File: src/rtl/imm_decode_stage.sv
// Immediate-decode pipeline stage: decodes the RV32/RV64 immediate for the incoming
// instruction and carries it with PC/instruction through a 2-entry skid buffer.
module imm_decode_stage #(
  parameter int XLEN        = 32,
  parameter bit ENABLE_ZIMM = 1'b1
) (
  input  logic            clock,
  input  logic            reset,
  input  logic            flush,
  input  logic            in_valid,
  output logic            in_ready,
  input  logic [31:0]     in_inst,
  input  logic [XLEN-1:0] in_pc,
  output logic            out_valid,
  input  logic            out_ready,
  output logic [31:0]     out_inst,
  output logic [XLEN-1:0] out_pc,
  output logic [XLEN-1:0] out_imm,
  output logic [2:0]      out_kind,
  output logic            out_illegal
);

  localparam logic [6:0] OP_LOAD      = 7'b0000011;
  localparam logic [6:0] OP_LOAD_FP   = 7'b0000111;
  localparam logic [6:0] OP_OP_IMM    = 7'b0010011;
  localparam logic [6:0] OP_JALR      = 7'b1100111;
  localparam logic [6:0] OP_OP_IMM_32 = 7'b0011011;
  localparam logic [6:0] OP_STORE     = 7'b0100011;
  localparam logic [6:0] OP_STORE_FP  = 7'b0100111;
  localparam logic [6:0] OP_BRANCH    = 7'b1100011;
  localparam logic [6:0] OP_LUI       = 7'b0110111;
  localparam logic [6:0] OP_AUIPC     = 7'b0010111;
  localparam logic [6:0] OP_JAL       = 7'b1101111;
  localparam logic [6:0] OP_SYSTEM    = 7'b1110011;

  typedef enum logic [2:0] {
    KIND_NONE = 3'd0,
    KIND_I    = 3'd1,
    KIND_S    = 3'd2,
    KIND_B    = 3'd3,
    KIND_U    = 3'd4,
    KIND_J    = 3'd5,
    KIND_Z    = 3'd6
  } imm_kind_e;

  typedef struct packed {
    logic [31:0]     inst;
    logic [XLEN-1:0] pc;
    logic [XLEN-1:0] imm;
    logic [2:0]      kind;
    logic            illegal;
  } entry_t;

  entry_t dec_s;
  entry_t m_r;
  entry_t k_r;
  logic   m_valid_r;
  logic   k_valid_r;
  logic   accept_s;
  logic   drain_s;

  // Decode the incoming instruction into a buffer entry
  always_comb begin
    dec_s         = '0;
    dec_s.inst    = in_inst;
    dec_s.pc      = in_pc;
    dec_s.illegal = (in_inst[1:0] != 2'b11);
    if (dec_s.illegal) begin
      dec_s.kind = KIND_NONE;
      dec_s.imm  = '0;
    end else begin
      case (in_inst[6:0])
        OP_LOAD, OP_LOAD_FP, OP_OP_IMM, OP_JALR: begin
          dec_s.kind = KIND_I;
          dec_s.imm  = XLEN'($signed(in_inst[31:20]));
        end
        OP_OP_IMM_32: begin
          if (XLEN == 64) begin
            dec_s.kind = KIND_I;
            dec_s.imm  = XLEN'($signed(in_inst[31:20]));
          end else begin
            dec_s.kind = KIND_NONE;
            dec_s.imm  = '0;
          end
        end
        OP_STORE, OP_STORE_FP: begin
          dec_s.kind = KIND_S;
          dec_s.imm  = XLEN'($signed({in_inst[31:25], in_inst[11:7]}));
        end
        OP_BRANCH: begin
          dec_s.kind = KIND_B;
          dec_s.imm  = XLEN'($signed({in_inst[31], in_inst[7], in_inst[30:25],
                                      in_inst[11:8], 1'b0}));
        end
        OP_LUI, OP_AUIPC: begin
          dec_s.kind = KIND_U;
          dec_s.imm  = XLEN'($signed({in_inst[31:12], 12'h000}));
        end
        OP_JAL: begin
          dec_s.kind = KIND_J;
          dec_s.imm  = XLEN'($signed({in_inst[31], in_inst[19:12], in_inst[20],
                                      in_inst[30:21], 1'b0}));
        end
        OP_SYSTEM: begin
          // funct3[2] selects the CSR-immediate forms; rs1 field carries the zimm
          if (ENABLE_ZIMM && in_inst[14]) begin
            dec_s.kind = KIND_Z;
            dec_s.imm  = XLEN'(in_inst[19:15]);
          end else begin
            dec_s.kind = KIND_NONE;
            dec_s.imm  = '0;
          end
        end
        default: begin
          dec_s.kind = KIND_NONE;
          dec_s.imm  = '0;
        end
      endcase
    end
  end

  // in_ready depends only on the skid register, so out_ready never reaches it combinationally
  assign in_ready = !k_valid_r;
  assign accept_s = in_valid && !k_valid_r && !flush;
  assign drain_s  = m_valid_r && out_ready;

  // Main/skid register update; reset beats flush beats handshakes
  always_ff @(posedge clock) begin
    if (reset) begin
      m_valid_r <= 1'b0;
      k_valid_r <= 1'b0;
      m_r       <= '0;
      k_r       <= '0;
    end else if (flush) begin
      m_valid_r <= 1'b0;
      k_valid_r <= 1'b0;
    end else if (drain_s) begin
      if (k_valid_r) begin
        m_r       <= k_r;
        k_valid_r <= accept_s;
        if (accept_s) begin
          k_r <= dec_s;
        end
      end else begin
        m_valid_r <= accept_s;
        if (accept_s) begin
          m_r <= dec_s;
        end
      end
    end else if (accept_s) begin
      if (m_valid_r) begin
        k_r       <= dec_s;
        k_valid_r <= 1'b1;
      end else begin
        m_r       <= dec_s;
        m_valid_r <= 1'b1;
      end
    end
  end

  assign out_valid   = m_valid_r;
  assign out_inst    = m_r.inst;
  assign out_pc      = m_r.pc;
  assign out_imm     = m_r.imm;
  assign out_kind    = m_r.kind;
  assign out_illegal = m_r.illegal;

endmodule

File: config.mk
export PLATFORM = sky130hd
export DESIGN_NAME = imm_decode_stage
export DESIGN_NICKNAME = d
export VERILOG_FILES = /design/src/rtl/imm_decode_stage.sv
export SDC_FILE = /design/constraint.sdc
export NUM_CORES = 1
export LEC_CHECK = 0
export ABC_AREA = 1
export BUFFER_PORTS_ARGS = -buffer_cell sky130_fd_sc_hd__buf_2
export CAP_MARGIN = 20
export CORE_MARGIN = 8
export CORE_UTILIZATION = 40
export CTS_CLUSTER_DIAMETER = 50
export DETAILED_ROUTE_END_ITERATION = 12
export GPL_ROUTABILITY_DRIVEN = 0
export PLACE_DENSITY = 0.68
export SETUP_SLACK_MARGIN = 0.15
export SYNTH_ARGS = -nofsm -noshare
export SYNTH_HDL_FRONTEND = slang
export SYNTH_SLANG_ARGS = --single-unit
File: constraint.sdc
create_clock -name clock -period 2 [get_ports clock]
set_input_delay 0.6 -clock clock [delete_from_list [all_inputs] [get_ports clock]]
set_output_delay 0.6 -clock clock [all_outputs]
set_load 0.01 [all_outputs]
==> results of run 1 <==
logic make-up (layout without fill, tap and decap cells):
| family | after synthesis | count (layout) | synth area share [%] |
|---|---|---|---|
| AO/OA/AOI/OAI | 356 | 356 | 21.1 |
| buffers and inverters | 172 | 332 | 8.39 |
| flip-flops | 202 | 202 | 45.4 |
| AND/OR/NAND/NOR | 542 | 542 | 25.2 |
metal layers:
layer  part of all wire (%)  track usage, %
met1                     45            26.6
met2                     45            31.5
met3                    8.2            3.69
met4                    2.0            4.46
met5                  0.029               0
area by class of cell:
cell class	count	area (um2)
Multi-Input combinational cell	898	4140
Sequential cell	202	4040
Inverter	70	272
Timing Repair Buffer	218	1450
Clock inverter	11	130
Tap cell	280	350
Fill cell	2171	10800
Clock buffer	33	676
synth_stat cells, types with 2 or more instances:
| cell | instances | share of area, % |
|---|---|---|
| dfxtp_1 | 202 | 45 |
| nand3_2 | 14 | 1.6 |
| nor2_2 | 3 | 0.21 |
| clkbuf_1 | 53 | 2.2 |
| buf_6 | 4 | 0.51 |
| inv_2 | 5 | 0.21 |
| o21a_1 | 2 | 0.17 |
| buf_4 | 7 | 0.59 |
| o21ai_0 | 199 | 11 |
| a31oi_1 | 65 | 4.6 |
| nand2_2 | 3 | 0.21 |
| nand2_1 | 247 | 10 |
| buf_1 | 5 | 0.21 |
| buf_2 | 33 | 1.9 |
| nor2_1 | 211 | 8.9 |
| a21oi_1 | 87 | 4.9 |
| nand3_1 | 58 | 3.3 |
| nor2_4 | 2 | 0.25 |
| inv_1 | 63 | 2.7 |
flip-flops by register name, indices dropped and copies added (netlist names):
name / cells
out_imm: 32
out_illegal: 1
k_r: 100
out_pc: 32
k_valid_r: 1
out_kind: 3
out_inst: 32
out_valid: 1
report_power, final:
part           internal, uW  total, uW  switching [uW]  leakage, uW
sequential             4190       4280            83.7      0.00165
clock                  2660       4420            1760     0.000397
combinational           350        917             568      0.00332
worst max-delay path, delay by kind of cell (launching register included):
kind	cells	cell delay [ps]
buffers and inverters	2	220
DFF	1	380
stage by stage:
stage	hold slack (ps)	TNS, ps
final	353	0
after global routing	351	0
after CTS	333	0
after detailed placement	467	-153
after global placement	463	0
after floorplan	454	0
what timing repair did:
item,CTS,global route
hold endpoints to repair,0,0
setup endpoints to repair,0,37
gates resized for setup,0,2
worst max-delay path by stage:
stage                from  endpoint
2_1_floorplan  in_inst[5]   k_r[25]
3_3_place_gp    out_ready   k_r[69]
3_5_place_dp    out_ready   k_r[38]
4_1_cts         out_valid   k_r[58]
5_1_grt         out_valid   k_r[18]
6_report        k_valid_r  in_ready
==> results.md, run 1 <==
* Status: finished clean
* Fin util at 50.7%
* Yosys Warn Count at 0
* Drt drc at 0
* Critical path type: reg2out
* Syn Inst Count at 1,272
* Post-CTS Setup Bufs at 0
* Die area at 0.0273 mm2
* Most common cell after layout, fill and taps aside: nand2_1
* R2R depth at 11
* Die H at 165 um
* GRT Resource Usage Total at 19.6%
* Global-route wire length before repair at 43.8 mm
* Antenna viol nets, final at 0
* Endpoints failing setup at 0
* Crit end category: output port
* Die W at 165 um
* Ports at 171
* Post-DP Area at 0.0103 mm2
* Initial antenna violation count at 1
* Fraction of final layout cells sized beyond drive strength 1 at 20.1%
* Worst-Margin Slew at 506 ps
* R2R Path End: k_r[34]
* Synth Flop Type: dfxtp_1
* Clk buf depth at 3
* DPL Wire Length at 18.1 mm
* Row cnt at 54
* Worst-path clk slew at 60 ps
* Syn avg cell area at 7.01 um2
* Final Hold Fails at 0
* Hold_buf cts at 0
* Slew Limit Fails at 0
* Critical-path top delay cell: dfxtp_1
* Worst Path Required at 1400 ps
* Initial DRC count at 834
* Total power after layout at 9610 uW
* Router iterations before antenna repair at 5
* Peak fanout along the critical path at 4
* Synth cell types at 28
* Placed insts at 1,668
* Vias in the first global route at 8,221
* Hold Startpoint: in_pc[25]
* Fmax at 0.584 GHz
* Ant diodes at 0
* Total CTS buffers at 25
* CTS tree: done
* Power per Cell Area at 869 mW/mm2
* Final Cycle Share at 85.6%
* Vias per cell at 5.23
* Syn Nets at 1,341
* VDD IR-drop max at 582 uV
* Initial Util at 40.9%
* EDFF count, synth at 0
* Relative slew slack at 66.2%
* Drt total wl at 27.5 mm
* Arrival @ worst endpoint at 1110 ps
* CP cell instances: inv_2, buf_2
* Startpoint Class: flip-flop
* Mapped Area at 0.00892 mm2
* FF+latch count, synth at 202
* Largest net degree at the start of global routing at 101
* Min Clock Period, post-route at 1710 ps
* Register area share after synthesis at 45.4%
* Via count at 8,955
* WHS Endpoint: k_r[61]
* Worst-case setup slack after placement at -30.7 ps
* Final Instance Area at 0.0111 mm2
* Non-filler cells, final at 1,712
* Worst hold path depth at 3
* WL/cell at 16.1 um
* Area grow syn2layout at 24.1%
* Nets at 1,484
* RSZ-0062 raised after global routing: false
* Clk_skew at 13.7 ps
* Crit Reg-Reg Startpoint: out_valid
* Htree depth at 1
* Total gr overflow at 0
* Maxcap violations at 0
* Num Clock Sinks at 202
* Root buf cell: clkbuf_16
* Core Region at 0.0218 mm2
* Number of I/O port buffers at 170
* Crit-path max cell delay at 380 ps
* Most frequent cells in the layout: nand2_1, nor2_1, dfxtp_1, o21ai_0, buf_2
* R2R Setup Slk at 380 ps
* Hold crit path type: in2reg
* Worst-Skew Late Latency at 520 ps
* LEAKAGE at 0.00537 uW
* Post-route setup slack at 289 ps
* Post-synth ARST share at 0%
Power figures use the tool's default switching activity.
==> run 2: changes to the inputs <==
Settings changed: CORE_UTILIZATION 40 to 55, PLACE_DENSITY 0.68 to 0.86, SLEW_MARGIN set to 20.
==> run 2 against run 1 <==
Hold slack better by 15 ps. Cell area down 1.6%. Total power up 0.27%. Core utilization up 18 points. Largest power group unchanged.
==> results.md, run 2 (synthesis results as in run 1) <==
* Relative slew slack at 63.0%
* Metal2 WL at 12.4 mm
* Nets at 1,474
* Vias per cell at 5.60
* Fmax at 0.582 GHz
* Total CTS buffers at 24
* M1 WL at 10.9 mm
* Multi-input logic area at 0.00414 mm2
* Die W at 143 um
* Row cnt at 46
* Status: finished clean
* Critical path type: reg2out
* Worst-path clk slew at 60 ps
* Die area at 0.0205 mm2
* Startpoint Class: flip-flop
* Critical Path End: in_ready
* Post-route setup slack at 283 ps
* # fillers at 1,341
* Final Instance Area at 0.0109 mm2
* Slew Limit Fails at 0
* Drt drc at 0
* Via count at 9,158
* DPL Wire Length at 17.0 mm
* Largest Register: k_r
* Worst-case setup slack after placement at 70.4 ps
* Clk_skew at 12.4 ps
* Maxcap violations at 0
* Num Clock Sinks at 202
* Antenna viol nets, final at 0
* Vias in the first global route at 8,414
* R2R Setup Slk at 330 ps
* Initial Util at 56.1%
* Area grow syn2layout at 22.1%
* Htree depth at 1
* R2R depth at 9
* Crit end category: output port
* Fraction of final layout cells sized beyond drive strength 1 at 19.5%
* Crit path from: k_valid_r
* Power per Cell Area at 886 mW/mm2
* Hold_buf cts at 0
* Die H at 143 um
* Largest net degree at the start of global routing at 101
* Post-DP Area at 0.0101 mm2
* Hold crit path type: in2reg
* Wire length on met3 at 2.59 mm
* Root buf cell: clkbuf_16
* Min Clock Period, post-route at 1720 ps
* Clk buf depth at 3
* Fin util at 68.5%
* Post-CTS Setup Bufs at 0
* LEAKAGE at 0.00531 uW
* Core Region at 0.0159 mm2
* WL/cell at 16.2 um
* Ports at 171
* Router iterations before antenna repair at 5
* Number of I/O port buffers at 170
* R2R Path End: k_r[37]
* Initial DRC count at 1,071
* Top sig layer: met5
* CTS tree: done
* Peak fanout along the critical path at 4
* Most common cell after layout, fill and taps aside: nand2_1
* Drt total wl at 26.5 mm
* Endpoints failing setup at 0
* Arrival @ worst endpoint at 1120 ps
* Worst-Skew Late Latency at 510 ps
* Worst Path Required at 1400 ps
* Worst-Margin Slew at 555 ps
* RSZ-0062 raised after global routing: false
* Post-cts sizing count at 0
* Register area at 0.00404 mm2
* VDD IR-drop max at 675 uV
* Final Cycle Share at 85.9%
* TNS Setup at 0 ps
* Total gr overflow at 0
* GRT Resource Usage Total at 24.9%
* Final Hold Fails at 0
* Max FFs per register at 100
* Initial antenna violation count at 1
* Global-route wire length before repair at 42.3 mm
* Crit Reg-Reg Startpoint: out_valid
* Ant diodes at 0
* Most frequent cells in the layout: nand2_1, nor2_1, dfxtp_1, o21ai_0, buf_2
run 2: changes by cell type in the layout (fill, tap and decap cells not counted), moves of 2 or more:
cell,delta
buf_12,-2
buf_4,-6
clkbuf_1,-4
clkinv_4,-2
inv_6,-3
run 2: metal layers:
layer / track usage [%] / vias to the layer above
met5: 0 / -
met3: 5.01 / 63
met2: 40.8 / 430
li1: - / 4454
met4: 8.63 / 2
met1: 32.1 / 4209
run 2: critical path: stages, from the launching register on:
cell,delay [ps]
dfxtp_1,390
inv_2,80
buf_2,140
run 2: power breakdown:
| group | leakage, uW | switching, uW | internal (uW) |
|---|---|---|---|
| registers | 0.00165 | 84.7 | 4190 |
| clock network | 0.000402 | 1680 | 2770 |
| logic | 0.00326 | 566 | 345 |
| total | 0.00531 | 2330 | 7310 |
run 2: final cells by class:
type	count	share of cell area, %
inverters	70	2.47
flip-flops and latches	202	37.2
clock inverters	9	1.22
clock buffers	30	6.20
multi-input cells	898	38.0
repair buffers	209	12.5
well taps	216	2.48
run 2: worst min path at each step:
| stage | start | to | slack (ps) | depth (start not counted) |
|---|---|---|---|---|
| after floorplan | k_r[96] | k_r[96] | 450 | 2 |
| after global placement | k_r[97] | k_r[97] | 460 | 2 |
| after detailed placement | k_r[99] | out_inst[31] | 470 | 2 |
| after CTS | in_pc[27] | k_r[63] | 350 | 3 |
| after global routing | in_pc[11] | out_pc[11] | 370 | 3 |
| final | in_pc[27] | k_r[63] | 370 | 3 |
run 2: through the flow:
step | hold slack, ps | total power (uW) | cells
final | 368 | 9640 | 1634
after global routing | 368 | 9970 | 1634
after CTS | 354 | 9680 | 1634
after detailed placement | 470 | 5260 | 1595
after global placement | 461 | 5240 | 1595
after floorplan | 454 | 4830 | 1272
==> run 3: changes to the inputs <==
Settings changed: REMOVE_ABC_BUFFERS set to 1.
==> run 3 against run 2 <==
Clock power fell by 7.2%. Wire length fell by 4.8%. Register-to-register slack got worse by 80 ps. Non-clock buffer count fell by 11. Highest routed layer unchanged. Sequential power barely moved. Combinational power fell by 4.1%.
==> results.md, run 3 (synthesis results as in run 1) <==
* Hold crit path type: in2reg
* Drt drc at 0
* Final Cycle Share at 87.3%
* Post-cts sizing count at 0
* Power per Cell Area at 864 mW/mm2
* Startpoint Class: flip-flop
* Crit end category: flip-flop
* Num Clock Sinks at 202
* Vias in the first global route at 8,358
* Worst-path clk slew at 60 ps
* Critical-path top delay cell: dfxtp_1
* DPL Wire Length at 15.7 mm
* Router iterations before antenna repair at 5
* Post-route setup slack at 254 ps
* RSZ-0062 raised after global routing: false
* Crit path from: out_valid
* CTS tree: done
* Clk buf depth at 3
* CP cell instances: nand2_1, nor2_4, clkinv_2, nand2_1, nand2_2, clkinv_4, buf_12, nor2_1, nor2_1, o21ai_0, inv_1
* GRT Resource Usage Total at 23.9%
* Core Region at 0.0159 mm2
* Multi-input logic area at 0.00414 mm2
* R2R Path End: k_r[31]
* Max FFs per register at 100
* Arrival @ worst endpoint at 2180 ps
* Root buf cell: clkbuf_16
* VDD IR-drop max at 542 uV
* WHS at 381 ps
* Crit Reg-Reg Startpoint: out_valid
* Row cnt at 46
* Hold_buf cts at 0
* Global-route wire length before repair at 40.9 mm
* Final Hold Fails at 0
* Die area at 0.0205 mm2
* # fillers at 1,362
* Endpoints failing setup at 0
* Clk_skew at 15.6 ps
* Post-DP Area at 0.00998 mm2
* Worst Path Required at 2440 ps
* R2R depth at 11
* Drt total wl at 25.2 mm
* Antenna viol nets, final at 0
* Fraction of final layout cells sized beyond drive strength 1 at 19.0%
* Most frequent cells in the layout: nand2_1, nor2_1, dfxtp_1, o21ai_0, buf_2
* Htree depth at 1
* Final Instance Area at 0.0107 mm2
* Worst-case setup slack after placement at -15.7 ps
* R2R Setup Slk at 250 ps
* Fmax at 0.573 GHz
* Fin util at 67.6%
* Largest net degree at the start of global routing at 105
* Slew Limit Fails at 0
* Register area at 0.00404 mm2
* Most common cell after layout, fill and taps aside: nand2_1
* Largest Register: k_r
* WHS Endpoint: k_r[62]
* Number of I/O port buffers at 170
* Total CTS buffers at 22
* Die H at 143 um
* Worst hold path depth at 3
* LEAKAGE at 0.00523 uW
* Worst-Margin Slew at 485 ps
* Relative slew slack at 67.7%
* Initial DRC count at 741
* Total gr overflow at 0
* Hold Startpoint: in_pc[26]
* Post-CTS Setup Bufs at 0
* Critical path type: reg2reg
* Initial antenna violation count at 3
* Initial Util at 56.1%
* Min Clock Period, post-route at 1750 ps
* Die W at 143 um
* Via count at 8,969
* Ports at 171
* Nets at 1,461
* Crit-path max cell delay at 360 ps
* Maxcap violations at 0
* Area grow syn2layout at 20.4%
* Vias per cell at 5.52
* Worst-Skew Late Latency at 500 ps
* Status: finished clean
* Peak fanout along the critical path at 56
* WL/cell at 15.5 um
==> run 3: cell count changes in the layout (fill, tap and decap cells not counted) <==
cell	delta
inv_2	-1
inv_8	-2
buf_12	-1
inv_4	+1
buf_4	-10
bufinv_16	-1
inv_6	+1
diode_2	+1
clkbuf_8	+1
clkbuf_16	-2
clkinv_2	+2
clkinvlp_4	+2
==> run 3: final cells by class <==
type,count,area share [%]
clock buffer,29,5.94
inverter,70,2.53
clock inverter,11,1.06
antenna,1,0.0233
multi-input combinational,898,38.5
sequential,202,37.7
tap,216,2.52
timing repair buffer,198,11.7
==> run 3: how the worst max path moves through the flow <==
| stage | end | cells past startpoint | slack, ps |
|---|---|---|---|
| final | k_r[31] | 11 | 250 |
| after global routing | k_r[30] | 11 | 160 |
| after CTS | k_r[31] | 11 | 270 |
| after detailed placement | k_r[31] | 12 | -20 |
| after global placement | k_r[32] | 12 | 80 |
| after floorplan | k_r[70] | 8 | -4030 |
==> run 3: through the flow <==
stage / TNS [ps] / instances / total power [uW]
floorplan: -675590 / 1170 / 4790
global route: 0 / 1625 / 9600
CTS: 0 / 1624 / 9340
detailed placement: -15.7 / 1584 / 5230
global placement: 0 / 1584 / 5210
finish: 0 / 1625 / 9280
==> run 3: report_power, final <==
part	switching (uW)	internal (uW)
sequential	79.0	4190
combinational	547	327
clock	1620	2510
total	2250	7030
==> run 3: per-layer routing <==
metal / global-route usage [%] / up-vias / part of all wire [%] / routed length, um
li1: - / 4436 / - / -
met5: 0 / - / 0.099 / 25
met2: 40.2 / 410 / 47 / 11800
met4: 7.91 / 4 / 2.6 / 663
met3: 4.31 / 57 / 9.2 / 2320
met1: 30.5 / 4062 / 41 / 10400
==> run 3: critical path, delay by kind of cell (launching register included) <==
family                 cells  cell delay (ps)
buffers and inverters      4              530
DFF                        1              360
AOI/OAI and AO/OA          1              100
and+or+nand+nor            6              660
